--- src/rtl/quad_traffic_gen_if.sv ---
// Operand/result handshake bundle between the traffic generator (master) and the solver pipeline (slave).
interface quad_traffic_gen_if #(
    parameter int WIDTH = 16
);
    logic [WIDTH-1:0] o_x;
    logic             o_valid_out;
    logic             o_ready_in;
    logic [WIDTH-1:0] i_y;
    logic             i_valid_in;
    logic             i_ready_out;

    modport master (
        output o_x, o_valid_out, i_ready_out,
        input  o_ready_in, i_y, i_valid_in
    );

    modport slave (
        input  o_x, o_valid_out, i_ready_out,
        output o_ready_in, i_y, i_valid_in
    );
endinterface

--- src/rtl/quad_traffic_gen.sv ---
// Closed-loop traffic generator/checker for Y = A*x^2 + B*x + C with an in-order expected-value FIFO.
// Define QUAD_TRAFFIC_GEN_LFSR_EN to draw operands from a Galois LFSR instead of an incrementing counter.
module quad_traffic_gen #(
    parameter int               WIDTH      = 16,
    parameter logic [WIDTH-1:0] A          = 'd101,
    parameter logic [WIDTH-1:0] B          = 'd59,
    parameter logic [WIDTH-1:0] C          = 'd76,
    parameter int               NUM_X      = 16,
    parameter int               FIFO_DEPTH = 8,
    parameter logic [WIDTH-1:0] X_START    = '0
) (
    input  logic                clk,
    input  logic                rst,
    input  logic                start,
    quad_traffic_gen_if.master  bus,
    output logic                o_busy,
    output logic                o_done,
    output logic                o_pass,
    output logic [15:0]         o_err_cnt
);
    localparam int              PTR_W   = $clog2(FIFO_DEPTH);
    localparam int              CNT_W   = PTR_W + 1;
    localparam int              PW2     = 2 * WIDTH;
    localparam logic [15:0]     NUM_X_C = 16'(NUM_X);
    localparam logic [CNT_W-1:0] DEPTH_C = CNT_W'(FIFO_DEPTH);

    typedef enum logic [1:0] {IDLE, RUN, DONE} state_t;

    state_t           state_q, state_d;
    logic [WIDTH-1:0] x_q, x_d, x_next, exp_y;
    logic             valid_q, valid_d, ready_q, ready_d;
    logic             busy_q, busy_d, done_q, done_d, pass_q, pass_d;
    logic [15:0]      sent_cnt_q, sent_cnt_d, recv_cnt_q, recv_cnt_d;
    logic [15:0]      err_cnt_q, err_cnt_d;
    logic [PTR_W-1:0] wr_ptr_q, wr_ptr_d, rd_ptr_q, rd_ptr_d;
    logic [CNT_W-1:0] count_q, count_d;
    logic [WIDTH-1:0] fifo_mem_q [FIFO_DEPTH];
    logic             send, recv, pop, bad_result;
    logic [PW2-1:0]   x_wide;

`ifdef QUAD_TRAFFIC_GEN_LFSR_EN
    // Galois form of x^16+x^14+x^13+x^11+1; an all-zero seed would lock up, so it becomes 1.
    localparam logic [WIDTH-1:0] LFSR_TAPS = WIDTH'(16'hB400);
    localparam logic [WIDTH-1:0] X_SEED    = (X_START == '0) ? WIDTH'(1) : X_START;
    assign x_next = (x_q >> 1) ^ (x_q[0] ? LFSR_TAPS : '0);
`else
    localparam logic [WIDTH-1:0] X_SEED    = X_START;
    assign x_next = x_q + WIDTH'(1);
`endif

    assign x_wide = PW2'(x_q);
    assign exp_y  = WIDTH'(PW2'(A) * x_wide * x_wide + PW2'(B) * x_wide + PW2'(C));

    assign send       = valid_q & bus.o_ready_in;
    assign recv       = bus.i_valid_in & ready_q;
    assign pop        = recv && (count_q != '0);
    assign bad_result = recv && (!pop || (fifo_mem_q[rd_ptr_q] != bus.i_y));

    always_comb begin
        state_d    = state_q;
        x_d        = x_q;
        sent_cnt_d = sent_cnt_q;
        recv_cnt_d = recv_cnt_q;
        err_cnt_d  = err_cnt_q;
        wr_ptr_d   = wr_ptr_q;
        rd_ptr_d   = rd_ptr_q;
        count_d    = count_q;

        if (send) begin
            x_d        = x_next;
            sent_cnt_d = sent_cnt_q + 16'd1;
            wr_ptr_d   = wr_ptr_q + PTR_W'(1);
        end
        if (pop) begin
            rd_ptr_d   = rd_ptr_q + PTR_W'(1);
            recv_cnt_d = recv_cnt_q + 16'd1;
        end
        if (send && !pop) begin
            count_d = count_q + CNT_W'(1);
        end else if (pop && !send) begin
            count_d = count_q - CNT_W'(1);
        end
        if (bad_result && (err_cnt_q != 16'hFFFF)) begin
            err_cnt_d = err_cnt_q + 16'd1;
        end

        // A new run discards everything left over, including results that arrived in the same cycle.
        unique case (state_q)
            IDLE, DONE: begin
                if (start) begin
                    state_d    = RUN;
                    x_d        = X_SEED;
                    sent_cnt_d = '0;
                    recv_cnt_d = '0;
                    err_cnt_d  = '0;
                    wr_ptr_d   = '0;
                    rd_ptr_d   = '0;
                    count_d    = '0;
                end
            end
            RUN: begin
                if ((sent_cnt_d == NUM_X_C) && (recv_cnt_d == NUM_X_C)) begin
                    state_d = DONE;
                end
            end
            default: state_d = IDLE;
        endcase

        valid_d = (state_d == RUN) && (sent_cnt_d < NUM_X_C) && (count_d < DEPTH_C);
        ready_d = (state_d != IDLE);
        busy_d  = (state_d == RUN);
        done_d  = (state_d == DONE);
        pass_d  = (state_d == DONE) && (err_cnt_d == '0);
    end

    always_ff @(posedge clk) begin
        if (rst) begin
            state_q    <= IDLE;
            x_q        <= '0;
            valid_q    <= 1'b0;
            ready_q    <= 1'b0;
            busy_q     <= 1'b0;
            done_q     <= 1'b0;
            pass_q     <= 1'b0;
            sent_cnt_q <= '0;
            recv_cnt_q <= '0;
            err_cnt_q  <= '0;
            wr_ptr_q   <= '0;
            rd_ptr_q   <= '0;
            count_q    <= '0;
        end else begin
            state_q    <= state_d;
            x_q        <= x_d;
            valid_q    <= valid_d;
            ready_q    <= ready_d;
            busy_q     <= busy_d;
            done_q     <= done_d;
            pass_q     <= pass_d;
            sent_cnt_q <= sent_cnt_d;
            recv_cnt_q <= recv_cnt_d;
            err_cnt_q  <= err_cnt_d;
            wr_ptr_q   <= wr_ptr_d;
            rd_ptr_q   <= rd_ptr_d;
            count_q    <= count_d;
        end
    end

    always_ff @(posedge clk) begin
        if (send) begin
            fifo_mem_q[wr_ptr_q] <= exp_y;
        end
    end

    assign bus.o_x         = x_q;
    assign bus.o_valid_out = valid_q;
    assign bus.i_ready_out = ready_q;
    assign o_busy          = busy_q;
    assign o_done          = done_q;
    assign o_pass          = pass_q;
    assign o_err_cnt       = err_cnt_q;
endmodule
--- src/flat_wrapper.sv ---
// flat-port wrapper written by rule: the top's interface ports become plain ports
module quad_traffic_gen_flat 
#(
    parameter int               WIDTH      = 16,
    parameter logic [WIDTH-1:0] A          = 'd101,
    parameter logic [WIDTH-1:0] B          = 'd59,
    parameter logic [WIDTH-1:0] C          = 'd76,
    parameter int               NUM_X      = 16,
    parameter int               FIFO_DEPTH = 8,
    parameter logic [WIDTH-1:0] X_START    = '0
)
  (clk, rst, start, o_busy, o_done, o_pass, o_err_cnt, bus_o_x, bus_o_valid_out, bus_i_ready_out, bus_o_ready_in, bus_i_y, bus_i_valid_in);
  quad_traffic_gen_if #(.WIDTH(WIDTH)) bus_i ();
  input  logic clk;
  input  logic rst;
  input  logic start;
  output logic o_busy;
  output logic o_done;
  output logic o_pass;
  output logic [15:0] o_err_cnt;
  output wire logic [$bits(bus_i.o_x)-1:0] bus_o_x;
  output wire logic [$bits(bus_i.o_valid_out)-1:0] bus_o_valid_out;
  output wire logic [$bits(bus_i.i_ready_out)-1:0] bus_i_ready_out;
  input wire logic [$bits(bus_i.o_ready_in)-1:0] bus_o_ready_in;
  input wire logic [$bits(bus_i.i_y)-1:0] bus_i_y;
  input wire logic [$bits(bus_i.i_valid_in)-1:0] bus_i_valid_in;
  assign bus_o_x = bus_i.o_x;
  assign bus_o_valid_out = bus_i.o_valid_out;
  assign bus_i_ready_out = bus_i.i_ready_out;
  assign bus_i.o_ready_in = bus_o_ready_in;
  assign bus_i.i_y = bus_i_y;
  assign bus_i.i_valid_in = bus_i_valid_in;
  quad_traffic_gen #(.WIDTH(WIDTH), .A(A), .B(B), .C(C), .NUM_X(NUM_X), .FIFO_DEPTH(FIFO_DEPTH), .X_START(X_START)) u_core (.clk(clk), .rst(rst), .start(start), .bus(bus_i), .o_busy(o_busy), .o_done(o_done), .o_pass(o_pass), .o_err_cnt(o_err_cnt));
endmodule
--- config.mk ---
export PLATFORM = sky130hd
export DESIGN_NAME = quad_traffic_gen_flat
export DESIGN_NICKNAME = d
export VERILOG_FILES = /design/src/rtl/quad_traffic_gen_if.sv /design/src/rtl/quad_traffic_gen.sv /design/src/flat_wrapper.sv
export SDC_FILE = /design/constraint.sdc
export NUM_CORES = 1
export LEC_CHECK = 0
export ABC_AREA = 1
export BUFFER_PORTS_ARGS = -buffer_cell sky130_fd_sc_hd__buf_2
export CAP_MARGIN = 30
export CORE_AREA = 2 2 221 223
export DETAILED_ROUTE_END_ITERATION = 8
export DIE_AREA = 0 0 223 225
export PLACE_DENSITY_LB_ADDON = 0.05
export SETUP_SLACK_MARGIN = 0.3
export SLEW_MARGIN = 10
export SYNTH_ARGS = -nofsm -noshare
export SYNTH_HDL_FRONTEND = slang
export SYNTH_SLANG_ARGS = --single-unit
--- constraint.sdc ---
create_clock -name clk -period 7.8 [get_ports clk]
set_clock_uncertainty 0.05 [all_clocks]
set_input_delay 0.39 -clock clk [delete_from_list [all_inputs] [get_ports clk]]
set_output_delay 0.39 -clock clk [all_outputs]
set_load 0.03 [all_outputs]
## Yosys cells after proc, flatten, opt, wreduce, memory -nomap -nowiden

Memory sizes are Yosys's and may differ from the RTL's. A register that Yosys moved wholly into a read port is not among the register bits.
Cells that the tools add are included.

| cells by class | value |
|---|---|
| $add $sub $neg | 10 |
| multiply operators | 3 |
| magnitude comparators | 2 |
| equal/unequal tests | 8 |
| multiplexer cells | 28 |
| bitwise operators | 2 |
| reduce and logical (&&, ||, !) cells | 17 |

Operators with widths:

| kind | count |
|---|---|
| $mux W16 | 12 |
| $add A16 B1 Y16 const B | 4 |
| $eq A16 B5 Y1 const B | 2 |
| $mul A32 B16 Y16 | 1 |
| $mul A7 B16 Y23 const A | 1 |
| $mux W3 | 7 |
| $add A16 B16 Y16 | 1 |
| $add A16 B7 Y16 const B | 1 |
| $logic_not A16 Y1 | 1 |
| $lt A16 B5 Y1 const B | 1 |
| $mul A6 B16 Y16 const A | 1 |
| $mux W4 | 4 |
| $ne A16 B16 Y1 | 1 |
| $ne A16 B16 Y1 const B | 1 |
| $logic_and A1 B1 Y1 | 9 |
| $add A3 B1 Y3 const B | 2 |
| $add A4 B1 Y4 const B | 1 |
| $eq A2 B1 Y1 const B | 2 |
| $eq A2 B2 Y1 const B | 2 |
| $lt A4 B4 Y1 const B | 1 |
| $mux W2 | 2 |
| $pmux W2 S2 | 1 |
| $reduce_bool A4 Y1 | 1 |
| $sub A4 B1 Y4 const B | 1 |
| 7 further kinds | 10 |

| word-level totals | value |
|---|---|
| bits in registers | 81 |
| RAM bits | 128 |
| output and inout bits | 37 |
| memories kept | 1 |

Memory list:

| name | words | width | rd ports | clocked after Yosys merged registers in | write ports | RTL line | text |
|---|---|---|---|---|---|---|---|
| u_core.fifo_mem_q | 8 | 16 | 1 | 1 | 1 | quad_traffic_gen.sv:37 | `logic [WIDTH-1:0] fifo_mem_q [FIFO_DEPTH];` |

## Logic depth before layout (Yosys ltp)

Gate-level depths: netlist of the first run.

| depth | value |
|---|---|
| depth in word-level cells | 11 |
| gate-level depth with buffers | 42 |

## Least setup slack after synthesis of the first run

Ideal clock, no wire load.

| timing path | value |
|---|---|
| kind | flip-flop to flip-flop |
| start point | reg u_core.x_q[1], in the netlist u_core.bus.o_x[1] |
| end point | mem u_core.fifo_mem_q[0][15] (data pin) |
| setup time | 283 ps |
| arrival time | 8531 ps |
| slack | -1065 ps |
| stages on the path, launching flop included | 39 |
| buffers on the path | 1 |
| period minus slack after synthesis | 8865 ps |
| cells stage by stage | dfxtp_1 -> inv_1 -> ha_1 -> xor2_1 -> ha_1 -> a21o_1 -> ha_1 -> fa_1 -> ha_1 -> a21oi_1 -> nand2_1 -> nand2_1 -> and2_1 -> clkbuf_1 -> nand2_1 -> fa_1 -> fa_1 -> inv_1 -> [... 3 more ...] -> fa_1 -> inv_1 -> fa_1 -> inv_1 -> fa_1 -> inv_1 -> ha_1 -> a21oi_1 -> o21ai_0 -> a21oi_1 -> o21ai_0 -> a21oi_1 -> o21bai_1 -> nand3b_1 -> nand2_1 -> inv_1 -> nand3_1 -> nand2_1 |

| on the way | value |
|---|---|
| word-level cells in the longest chain between the ends | 4 |
| elaborated cells between the ends (all ways) | 5 |
| those cells by class | 2 x add/sub; 3 x mul |

RTL lines:

| what | RTL line | text |
|---|---|---|
| start, declared | quad_traffic_gen.sv:30 | `logic [WIDTH-1:0] x_q, x_d, x_next, exp_y;` |
| start signal, assigned | quad_traffic_gen.sv:119 | `x_q <= '0;` |
| start signal, assigned | quad_traffic_gen.sv:133 | `x_q <= x_d;` |
| $mul A7 B16 Y23 | quad_traffic_gen.sv:52 | `assign exp_y = WIDTH'(PW2'(A) * x_wide * x_wide + PW2'(B) * x_wide + PW2'(C));` |
| $mul A32 B16 Y16 | quad_traffic_gen.sv:52 |  |
| $add A16 B16 Y16 (*) | quad_traffic_gen.sv:52 |  |
| $add A16 B7 Y16 (*) | quad_traffic_gen.sv:52 |  |
| named net u_core.exp_y[15] | quad_traffic_gen.sv:30 |  |
| end, declared | quad_traffic_gen.sv:37 |  |

The timed path passes the listed nets; every way through them passes the cells marked *.

## Worst setup path in the final report of the first run

| timing path | value |
|---|---|
| start point | reg u_core.x_q[2], in the netlist u_core.bus.o_x[2] |
| end point | mem u_core.fifo_mem_q[4][15] (data pin) |

Same word-level chain as after synthesis.

==> out/summary.txt, run 1 <==
status - complete, but fails checks
Hold Path Origin - rst
vias - 12,843
Min-Delay Path Class - primary input to flip-flop
core area - 0.0475 mm2
min Tclk post-route - 7.95 ns
Ports - 58
GPL Wtd Cong - 0.827
critical path arrival - 8.17 ns
commonest cells in the netlist - 474 x nand2_1, 446 x inv_1, 165 x nor2_1, 151 x fa_1, 134 x nand3_1
drt via density - 4.55
Fill cells - 4,831
slowest CP cell - fa_1
CP endpoint kind - flip-flop
vias in the first global route - 12,901
Comb pwr share - 9.7%
top cells by area, synth - edfxtp_1 22%, fa_1 18%, nand2_1 11%
Antenna Nets Post-Route - 0
clock tree buffer depth - 3
hold-critical path depth - 2
violated checks - negative setup slack
Die ar. - 0.0502 mm2
Die Ht - 225 um
Final Cycle Share - 102%
cts bufs inserted - 25
FF-to-FF path depth - 34
Synth top area share - 21.8%
largest net degree at the start of global routing - 65
DRC Markers - 0
Cell Area, Placed - 0.0186 mm2
router iterations before antenna repair - 5
GR Overflow Total - 0
CTS tree - built
PD cells - 130 mW/mm2
PnR worst setup slack - -0.147 ns
Syn Nets - 2,298
Post-synth EDFFs - 120
yosys warns - 0
DIE WIDTH - 223 um
final instance area - 0.0200 mm2
num rows - 80
Avg Inst Size Synth - 8.23 um2
number of antenna violations at the first check in global routing - 0
Switch Pwr - 0.646 mW
reg-to-reg startpoint - u_core.bus.o_x[2]$_SDFF_PP0_
Finished Layout Cells - 2,821
library cells used by synthesis - 37
R2R setup slack - -0.15 ns
CP max stage delay - 0.54 ns
Post-synth ARST share - 0%
first-pass GRT wire length - 72,800 um
total track usage - 18.8%
sequential share of the synthesized area - 31.6%
Min Hold Slack - 0.136 ns
end of the worst hold path - u_core.o_err_cnt[14]$_SDFF_PP0_
Top FF cell, synth - edfxtp_1
setup violators final - 16
Worst VDD drop - 0.141 mV
largest area contributor in the netlist - edfxtp_1
Iteration-0 DRC Markers - 593
most common cell in the synthesized netlist - nand2_1
Sink Count - 201
clock latency on the worst-skew pair - 0.54 ns
ant diodes - 0
Clock Tree Root - clkbuf_16
Clock Power Share - 45.8%
DP Wirelength - 34,900 um
fmax - 126 MHz
crit path max fanout - 8
worst relative slew slack - 36.4%
final hold violations - 0
RSZ-0062 raised after global routing - yes
sequential share of power - 44.5%
Worst-Margin Slew - 0.953 ns
Final nets - 2,477
Post-Place Cells - 2,754
Sw Share - 24.9%
worst endpoint required time - 8.02 ns
Pleak - 9.57 nW
Crit Path Category - flip-flop to flip-flop
Max-cap violations - 0
Clock transition at path regs - 0.06 ns
RR Endpoint - u_core.fifo_mem_q[4][15]$_DFFE_PP_
Max Slew Vio Count - 0
Initial Utilization - 34.7%
Startpoint Class - flip-flop
Wirelength per Cell - 16.4 um
proportion of layout cells with a drive suffix above 1 - 16.0%
Max H-tree Level - 1
Buffers on Ports - 57
Int Power - 1.95 mW
Post-Syn Area - 0.0165 mm2
Cells after Synth - 2,008
number of synthesized register bits - 201
Layout area overhead - 21.1%
crit-path most repeated cell - fa_1
final wirelength - 46,400 um
hold buffers post-CTS - 0
-- registers in the layout, summed over array words and instances (netlist names), 2 cells and up --
name / cells
u_core.o_err_cnt: 16
u_core.count_q: 4
u_core.bus.o_x: 16
u_core.rd_ptr_q: 3
u_core.wr_ptr_q: 3
u_core.sent_cnt_q: 16
u_core.state_q: 2
u_core.fifo_mem_q: 120
u_core.recv_cnt_q: 16
-- routing by layer --
layer  vias up  GRT usage [%]  part of all wire, %
li1       6522              -                    -
met1      6122           25.3                   47
met2       160           32.7                   49
met3        39           1.83                  2.7
met4         0           4.26                  1.8
met5         -              0                    0
-- kinds of logic (layout without fill, tap and decap cells) --
group | count (synthesis) | count (layout) | synth area share, %
buffers and inverters | 499 | 697 | 11.7
AO/OA/AOI/OAI | 104 | 104 | 3.42
XOR/XNOR | 87 | 87 | 4.61
adder cells (fa/ha/maj) | 269 | 269 | 27.2
AND/OR/NAND/NOR | 848 | 848 | 21.4
flip-flops | 201 | 201 | 31.6
-- power groups by stage --
stage	sequential [mW]	clock [mW]	combinational (mW)
final	1.16	1.19	0.251
after CTS	1.16	1.23	0.249
after detailed placement	1.18	0	0.244
after global routing	1.16	1.26	0.283
after floorplan	1.19	0	0.144
after global placement	1.18	0	0.242
-- metrics by stage --
stage               total power, mW  setup slack [ns]  TNS [ns]  utilization, %
floorplan                      1.33            -0.162     -2.37               -
global placement               1.42            -0.360     -7.79            39.0
detailed placement             1.42            -0.409    -12.10            39.0
CTS                            2.63            -0.192     -6.17            41.3
global route                   2.70            -0.427    -10.24            42.1
finish                         2.60            -0.147     -1.64            42.1
-- cell usage in the layout (no fill, tap or decap), types with 7 or more instances in the layout --
| master | count |
|---|---|
| o21ai_0 | 33 |
| dfxtp_1 | 71 |
| nor2_1 | 162 |
| nand4_1 | 29 |
| ha_4 | 21 |
| a21oi_2 | 12 |
| nand2_1 | 459 |
| buf_4 | 132 |
| nand3b_1 | 17 |
| nand3_1 | 130 |
| xor2_1 | 45 |
| edfxtp_1 | 120 |
| inv_1 | 434 |
| fa_1 | 150 |
| a21oi_1 | 32 |
| xnor2_1 | 31 |
| buf_2 | 57 |
| clkbuf_16 | 26 |
| inv_2 | 14 |
| clkbuf_8 | 11 |
| ha_1 | 96 |
| buf_6 | 7 |
| nor3_1 | 17 |
| nand2_2 | 12 |
-- how the worst max path moves through the flow --
stage,cells past startpoint,from,end
finish,34,u_core.bus.o_x[2]$_SDFF_PP0_,u_core.fifo_mem_q[4][15]$_DFFE_PP_
global route,32,u_core.bus.o_x[5]$_SDFF_PP0_,u_core.fifo_mem_q[4][15]$_DFFE_PP_
CTS,37,u_core.bus.o_x[2]$_SDFF_PP0_,u_core.fifo_mem_q[4][15]$_DFFE_PP_
detailed placement,34,u_core.bus.o_x[2]$_SDFF_PP0_,u_core.fifo_mem_q[4][15]$_DFFE_PP_
global placement,34,u_core.bus.o_x[2]$_SDFF_PP0_,u_core.fifo_mem_q[4][15]$_DFFE_PP_
floorplan,37,u_core.bus.o_x[2]$_SDFF_PP0_,u_core.fifo_mem_q[0][15]$_DFFE_PP_
-- critical path, delay by kind of cell (launching register included) --
kind,cells,cell delay (ns)
compound gates,7,0.83
fa+ha+maj,13,5.45
buf+inv,7,0.37
flops,1,0.36
simple gates,7,0.64
-- timing repair --
action	in CTS	in global routing
endpoints found under the setup margin	64	72
pin swaps	38	32
setup buffers	10	11
cloned	0	0
resized for setup	30	45
-- final cells by class --
| type | count | area [um2] | share of cell area [%] |
|---|---|---|---|
| timing repair buffer | 200 | 1440 | 7.18 |
| sequential | 201 | 5250 | 26.3 |
| multi-input combinational | 1308 | 9990 | 49.9 |
| clock buffer | 40 | 813 | 4.07 |
| inverter | 451 | 1700 | 8.50 |
| clock inverter | 6 | 43.8 | 0.219 |
| tap | 615 | 769 | 3.85 |
No activity file was read; power rests on OpenSTA's default activity.
==> run 2, diff against run 1 <==
--- a/config.mk
+++ b/config.mk
@@ -8,9 +8,9 @@
 export ABC_AREA = 1
 export BUFFER_PORTS_ARGS = -buffer_cell sky130_fd_sc_hd__buf_2
 export CAP_MARGIN = 30
-export CORE_AREA = 2 2 221 223
+export CORE_AREA = 2 2 174 176
 export DETAILED_ROUTE_END_ITERATION = 8
-export DIE_AREA = 0 0 223 225
+export DIE_AREA = 0 0 176 178
 export PLACE_DENSITY_LB_ADDON = 0.05
 export SETUP_SLACK_MARGIN = 0.3
 export SLEW_MARGIN = 10
==> run 2 against run 1 <==
The flow still finishes with violations (negative setup slack). Non-clock buffer count fell by 20. Combinational power fell by 5%. Die area fell by 38%. Fmax fell by 0.56%. Register-to-register slack got worse by 0.05 ns. Sequential cell count did not move. Critical path depth rose by 2. Via count rose by 1.6%. Total power fell by 5.8%. Largest cell class unchanged. Highest routed layer unchanged.
==> out/summary.txt, run 2 (synthesis gave the netlist of run 1 again) <==
total track usage - 26.6% (+7.8 points)
Final Cycle Share - 102% (+0.58 points)
CP endpoint kind - flip-flop
DR WL met2 - 19,900 um (-12%)
Max H-tree Level - 1 (unchanged)
most frequent cells in the layout - 456 x nand2_1, 433 x inv_1, 162 x nor2_1
top layer in use - met4
M1 WL - 17,100 um (-21%)
crit path max fanout - 8 (unchanged)
PnR worst setup slack - -0.192 ns (-0.0451 ns)
max reg flops - 120 (unchanged)
Antenna Nets Post-Route - 0 (unchanged)
CP max stage delay - 0.53 ns (about the same)
Iteration-0 DRC Markers - 854 (+44%)
Finished Layout Cells - 2,572 (-8.8%)
slowest CP cell - fa_1
vias - 13,047 (+1.6%)
Largest Register - u_core.fifo_mem_q
Setup WS pre-CTS - -0.365 ns (+0.0440 ns)
final instance area - 0.0195 mm2 (-2.7%)
crit-path most repeated cell - fa_1
final wirelength - 40,300 um (-13%)
first-pass GRT wire length - 65,300 um (-10%)
Initial Utilization - 56.2% (+21 points)
critical path arrival - 8.20 ns (+0.03 ns)
DIE WIDTH - 176 um (-21%)
met3 wire length - 1890 um (+54%)
Worst-Margin Slew - 0.826 ns (-0.127 ns)
ant diodes - 0 (unchanged)
Bufs and invs on worst path - 9 (+2)
proportion of layout cells with a drive suffix above 1 - 15.0% (-0.97 points)
status - complete, but fails checks
worst endpoint required time - 8.01 ns (about the same)
Final nets - 2,455 (-0.89%)
number of antenna violations at the first check in global routing - 0 (unchanged)
num rows - 63 (-21%)
Min Hold Slack - 0.151 ns (+0.0145 ns)
Clock transition at path regs - 0.06 ns (about the same)
clock latency on the worst-skew pair - 0.53 ns (about the same)
vias in the first global route - 12,805 (-0.74%)
Max-cap violations - 0 (unchanged)
Ports - 58 (unchanged)
min Tclk post-route - 7.99 ns (+0.0451 ns)
Die Ht - 178 um (-21%)
core area - 0.0294 mm2 (-38%)
GPL Wtd Cong - 0.916 (+11%)
total design power - 2.45 mW (-5.8%)
Die ar. - 0.0313 mm2 (-38%)
hold buffers post-CTS - 0 (unchanged)
Post-Place Cells - 2,510 (-8.9%)
Min-Delay Path Class - primary input to flip-flop
Wirelength per Cell - 15.7 um (-4.7%)
setup violators final - 32 (+16)
worst relative slew slack - 44.8% (+8.5 points)
Sink Count - 201 (unchanged)
Buffers on Ports - 57 (unchanged)
DRC Markers - 0 (unchanged)
drt via density - 5.07 (+11%)
fmax - 125 MHz (-0.56%)
final hold violations - 0 (unchanged)
cts bufs inserted - 23 (-8.0%)
PD cells - 126 mW/mm2 (-3.2%)
CP delay by family, top - adder cells
commonest non-fill, non-tap cell in the layout - nand2_1
largest net degree at the start of global routing - 66 (+1.5%)
Pleak - 9.39 nW (-1.9%)
RSZ-0062 raised after global routing - yes
CTS tree - built
violated checks - negative setup slack
Worst VDD drop - 0.149 mV (+5.4%)
Cell Area, Placed - 0.0181 mm2 (-2.3%)
Layout area overhead - 17.8%
router iterations before antenna repair - 5 (unchanged)
Crit Path Category - flip-flop to flip-flop
Fill cells - 2,437 (-50%)
Clock Tree Root - clkbuf_16
Max Slew Vio Count - 0 (unchanged)
Startpoint Class - flip-flop
clock tree buffer depth - 3 (unchanged)
DP Wirelength - 30,500 um (-13%)
GR Overflow Total - 0 (unchanged)
[run 2: cell types whose count changed in the layout (fill, tap and decap cells not counted), moves of 3 or more]
cell / before / now
buf_4: 132 / 112
clkbuf_1: 3 / 6
clkbuf_8: 11 / 4
clkbuf_16: 26 / 23
ha_4: 21 / 24
nand2_1: 459 / 456
[run 2: metrics by stage]
step | utilization [%] | setup TNS [ns]
after CTS | 65.5 | -2.93
final | 66.2 | -3.04
after floorplan | - | -2.37
after global placement | 61.6 | -5.67
after detailed placement | 61.6 | -10.42
after global routing | 66.2 | -13.18
[run 2: area by class of cell]
type,instances,area [um2],share of cell area (%)
Inverter,451,1700,8.75
Sequential cell,201,5250,27.0
Multi-Input combinational cell,1308,9990,51.4
Timing Repair Buffer,180,1280,6.58
Tap cell,390,488,2.51
Clock inverter,9,92.6,0.476
Clock buffer,33,653,3.36
[run 2: repair_timing]
| action | CTS | global route |
|---|---|---|
| setup endpoints to repair | 56 | 56 |
| endpoints found under the hold margin | 0 | 0 |
| pin swaps | 47 | 29 |
| buffers inserted | 11 | 9 |
| gates resized for setup | 54 | 26 |
[run 2: final timing paths]
| check | start | end | slack, ns | depth (start not counted) |
|---|---|---|---|---|
| setup / recovery | u_core.bus.o_x[2]$_SDFF_PP0_ | u_core.fifo_mem_q[7][15]$_DFFE_PP_ | -0.19 | 36 |
| hold / removal | rst | u_core.o_err_cnt[13]$_SDFF_PP0_ | 0.15 | 2 |
| setup reg to reg | u_core.bus.o_x[2]$_SDFF_PP0_ | u_core.fifo_mem_q[7][15]$_DFFE_PP_ | -0.19 | 36 |
| hold reg to reg | u_core.count_q[2]$_SDFF_PP0_ | u_core.count_q[2]$_SDFF_PP0_ | 0.44 | 1 |
[run 2: report_power, final]
part / switching, mW / total (mW) / internal [mW]
logic: 0.155 / 0.238 / 0.0830
clock network: 0.432 / 1.05 / 0.620
registers: 0.00854 / 1.16 / 1.15
total: 0.595 / 2.45 / 1.85
[run 2: metal layers]
layer  GRT usage, %  vias to the layer above
met1           34.4                     6161
met5              0                        -
li1               -                     6470
met3           2.86                       79
met2           46.6                      337
met4           9.30                        0
[run 2: worst reg2reg max path: cells and delay by family, from the launching register on]
family,cells,cell delay (ns)
xor gates and xnor gates,1,0.15
AOI/OAI and AO/OA,6,0.64
DFF,1,0.40
buffers and inverters,9,0.60
and+or+nand+nor,7,0.74
adders and majority gates,13,5.17
==> run 3, diff against run 2 <==
--- a/config.mk
+++ b/config.mk
@@ -7,12 +7,13 @@
 export LEC_CHECK = 0
 export ABC_AREA = 1
 export BUFFER_PORTS_ARGS = -buffer_cell sky130_fd_sc_hd__buf_2
-export CAP_MARGIN = 30
+export CAP_MARGIN = 20
 export CORE_AREA = 2 2 174 176
+export CTS_BUF_LIST = sky130_fd_sc_hd__clkbuf_8
 export DETAILED_ROUTE_END_ITERATION = 8
 export DIE_AREA = 0 0 176 178
 export PLACE_DENSITY_LB_ADDON = 0.05
-export SETUP_SLACK_MARGIN = 0.3
+export SETUP_SLACK_MARGIN = 0.2
 export SLEW_MARGIN = 10
 export SYNTH_ARGS = -nofsm -noshare
 export SYNTH_HDL_FRONTEND = slang
==> run 3 against run 2 <==
The run still ends with negative setup slack left. Combinational power hardly changed. Total power fell by 5.8%. Via count about the same. Routed wire length grew 0.74%. Critical path depth decreased by 1. Fmax rose by 0.27%. Sequential share of layout area up 0.50 points. Sequential power about the same.
==> out/summary.txt, run 3 (synthesis gave the netlist of run 1 again) <==
Antenna Nets Post-Route - 0 (unchanged)
min Tclk post-route - 7.97 ns (-0.0218 ns)
drt via density - 5.04 (-0.74%)
GPL Wtd Cong - 0.898 (-2.0%)
Initial Utilization - 56.2% (unchanged)
crit path from - u_core.bus.o_x[2]$_SDFF_PP0_
Min-Delay Path Class - primary input to flip-flop
CP max stage delay - 0.54 ns (about the same)
RSZ-0062 raised after global routing - yes
Die Ht - 178 um (unchanged)
Worst VDD drop - 0.102 mV (-31%)
Ports - 58 (unchanged)
final setup TNS - -3.85 ns (-0.802 ns)
GR Overflow Total - 0 (unchanged)
critical path arrival - 8.19 ns (about the same)
Iteration-0 DRC Markers - 716 (-16%)
DP Wirelength - 30,300 um (-0.59%)
DIE WIDTH - 176 um (unchanged)
clock latency on the worst-skew pair - 0.54 ns (about the same)
Layout area overhead - 15.7%
Cell Area, Placed - 0.0181 mm2 (-0.35%)
PnR worst setup slack - -0.170 ns (+0.0218 ns)
router iterations before antenna repair - 5 (unchanged)
cts bufs inserted - 36 (+57%)
most frequent cells in the layout - 461 x nand2_1, 452 x inv_1, 163 x nor2_1
clock tree buffer depth - 3 (unchanged)
worst relative slew slack - 27.9% (-17 points)
Wirelength per Cell - 15.7 um (about the same)
final hold violations - 0 (unchanged)
Max-cap violations - 0 (unchanged)
Hold Path Origin - rst
Die ar. - 0.0313 mm2 (unchanged)
Core Util, Final - 65.0% (-1.2 points)
max reg flops - 120 (unchanged)
num rows - 63 (unchanged)
total track usage - 26.7% (+0.13 points)
worst endpoint required time - 8.02 ns (about the same)
fmax - 125 MHz (+0.27%)
final instance area - 0.0191 mm2 (-1.8%)
violated checks - negative setup slack
crit-path most repeated cell - fa_1
number of antenna violations at the first check in global routing - 0 (unchanged)
Max Slew Vio Count - 0 (unchanged)
total design power - 2.30 mW (-5.8%)
Final Cycle Share - 102% (-0.28 points)
hold buffers post-CTS - 0 (unchanged)
first-pass GRT wire length - 65,400 um (+0.21%)
Clock Tree Root - clkbuf_8
crit path max fanout - 8 (unchanged)
ant diodes - 0 (unchanged)
final wirelength - 40,600 um (+0.74%)
Sink Count - 201 (unchanged)
Min Hold Slack - 0.132 ns (-0.0191 ns)
CTS tree - built
core area - 0.0294 mm2 (unchanged)
PD cells - 121 mW/mm2 (-4.0%)
CP endpoint kind - flip-flop
DRC Markers - 0 (unchanged)
vias in the first global route - 12,811 (+0.047%)
Pleak - 9.38 nW (about the same)
Buffers on Ports - 57 (unchanged)
reg-to-reg startpoint - u_core.bus.o_x[2]$_SDFF_PP0_
Max H-tree Level - 2 (+1)
Crit Path Category - flip-flop to flip-flop
vias - 13,036 (-0.084%)
Worst-Margin Slew - 1.08 ns (+0.255 ns)
Final nets - 2,464 (+0.37%)
largest net degree at the start of global routing - 65 (-1.5%)
Startpoint Class - flip-flop
hold-critical path depth - 2 (unchanged)
FF-to-FF path depth - 35 (-2.8%)
Clock transition at path regs - 0.06 ns (about the same)
setup violators final - 24 (-25%)
slowest CP cell - fa_1
status - complete, but fails checks
Largest Register - u_core.fifo_mem_q
commonest non-fill, non-tap cell in the layout - nand2_1
proportion of layout cells with a drive suffix above 1 - 14.1% (-0.89 points)
==> run 3: final timing paths <==
check | slack (ns) | to
min | 0.13 | u_core.o_err_cnt[13]$_SDFF_PP0_
max reg2reg | -0.17 | u_core.fifo_mem_q[2][12]$_DFFE_PP_
min reg2reg | 0.43 | u_core.count_q[2]$_SDFF_PP0_
max | -0.17 | u_core.fifo_mem_q[2][12]$_DFFE_PP_
==> run 3: worst max-delay path, delay by kind of cell (launching register included) <==
| kind | cells | cell delay [ns] |
|---|---|---|
| and+or+nand+nor | 4 | 0.32 |
| AOI/OAI and AO/OA | 2 | 0.22 |
| DFF | 1 | 0.38 |
| xor gates and xnor gates | 3 | 0.52 |
| adders and majority gates | 13 | 5.09 |
| buffers and inverters | 13 | 1.13 |
==> run 3: through the flow <==
step,worst slack [ns],cells
after floorplan,-0.186,2008
after global placement,-0.338,2514
after detailed placement,-0.460,2514
after CTS,-0.195,2587
after global routing,-0.501,2589
final,-0.170,2589
==> run 3: routing by layer <==
metal | GRT usage (%) | up-vias | wire length [um]
li1 | - | 6502 | -
met1 | 34.6 | 6155 | 17700
met2 | 46.2 | 305 | 19800
met3 | 3.60 | 74 | 1860
met4 | 9.33 | 0 | 1310
met5 | 0 | - | 0
==> run 3: final cells by class <==
type                            instances  area (um2)
Fill cell                            2571       10300
Multi-Input combinational cell       1308        9820
Sequential cell                       201        5250
Inverter                              451        1700
Timing Repair Buffer                  176        1200
Clock buffer                           37         509
Tap cell                              390         488
Clock inverter                         26         145
==> run 3: where the power goes <==
part / total (mW) / leakage [nW] / switching [mW] / internal [mW]
clock: 0.913 / 0.391 / 0.436 / 0.477
combinational: 0.235 / 7.23 / 0.156 / 0.0796
sequential: 1.16 / 1.76 / 0.00880 / 1.15
==> run 3: repair_timing <==
action / 4_1_cts / 5_1_grt
hold endpoints to repair: 0 / 0
setup endpoints to repair: 52 / 56
gates cloned: 0 / 0
setup buffers: 10 / 2
gates resized for setup: 44 / 10
pin swaps: 46 / 11
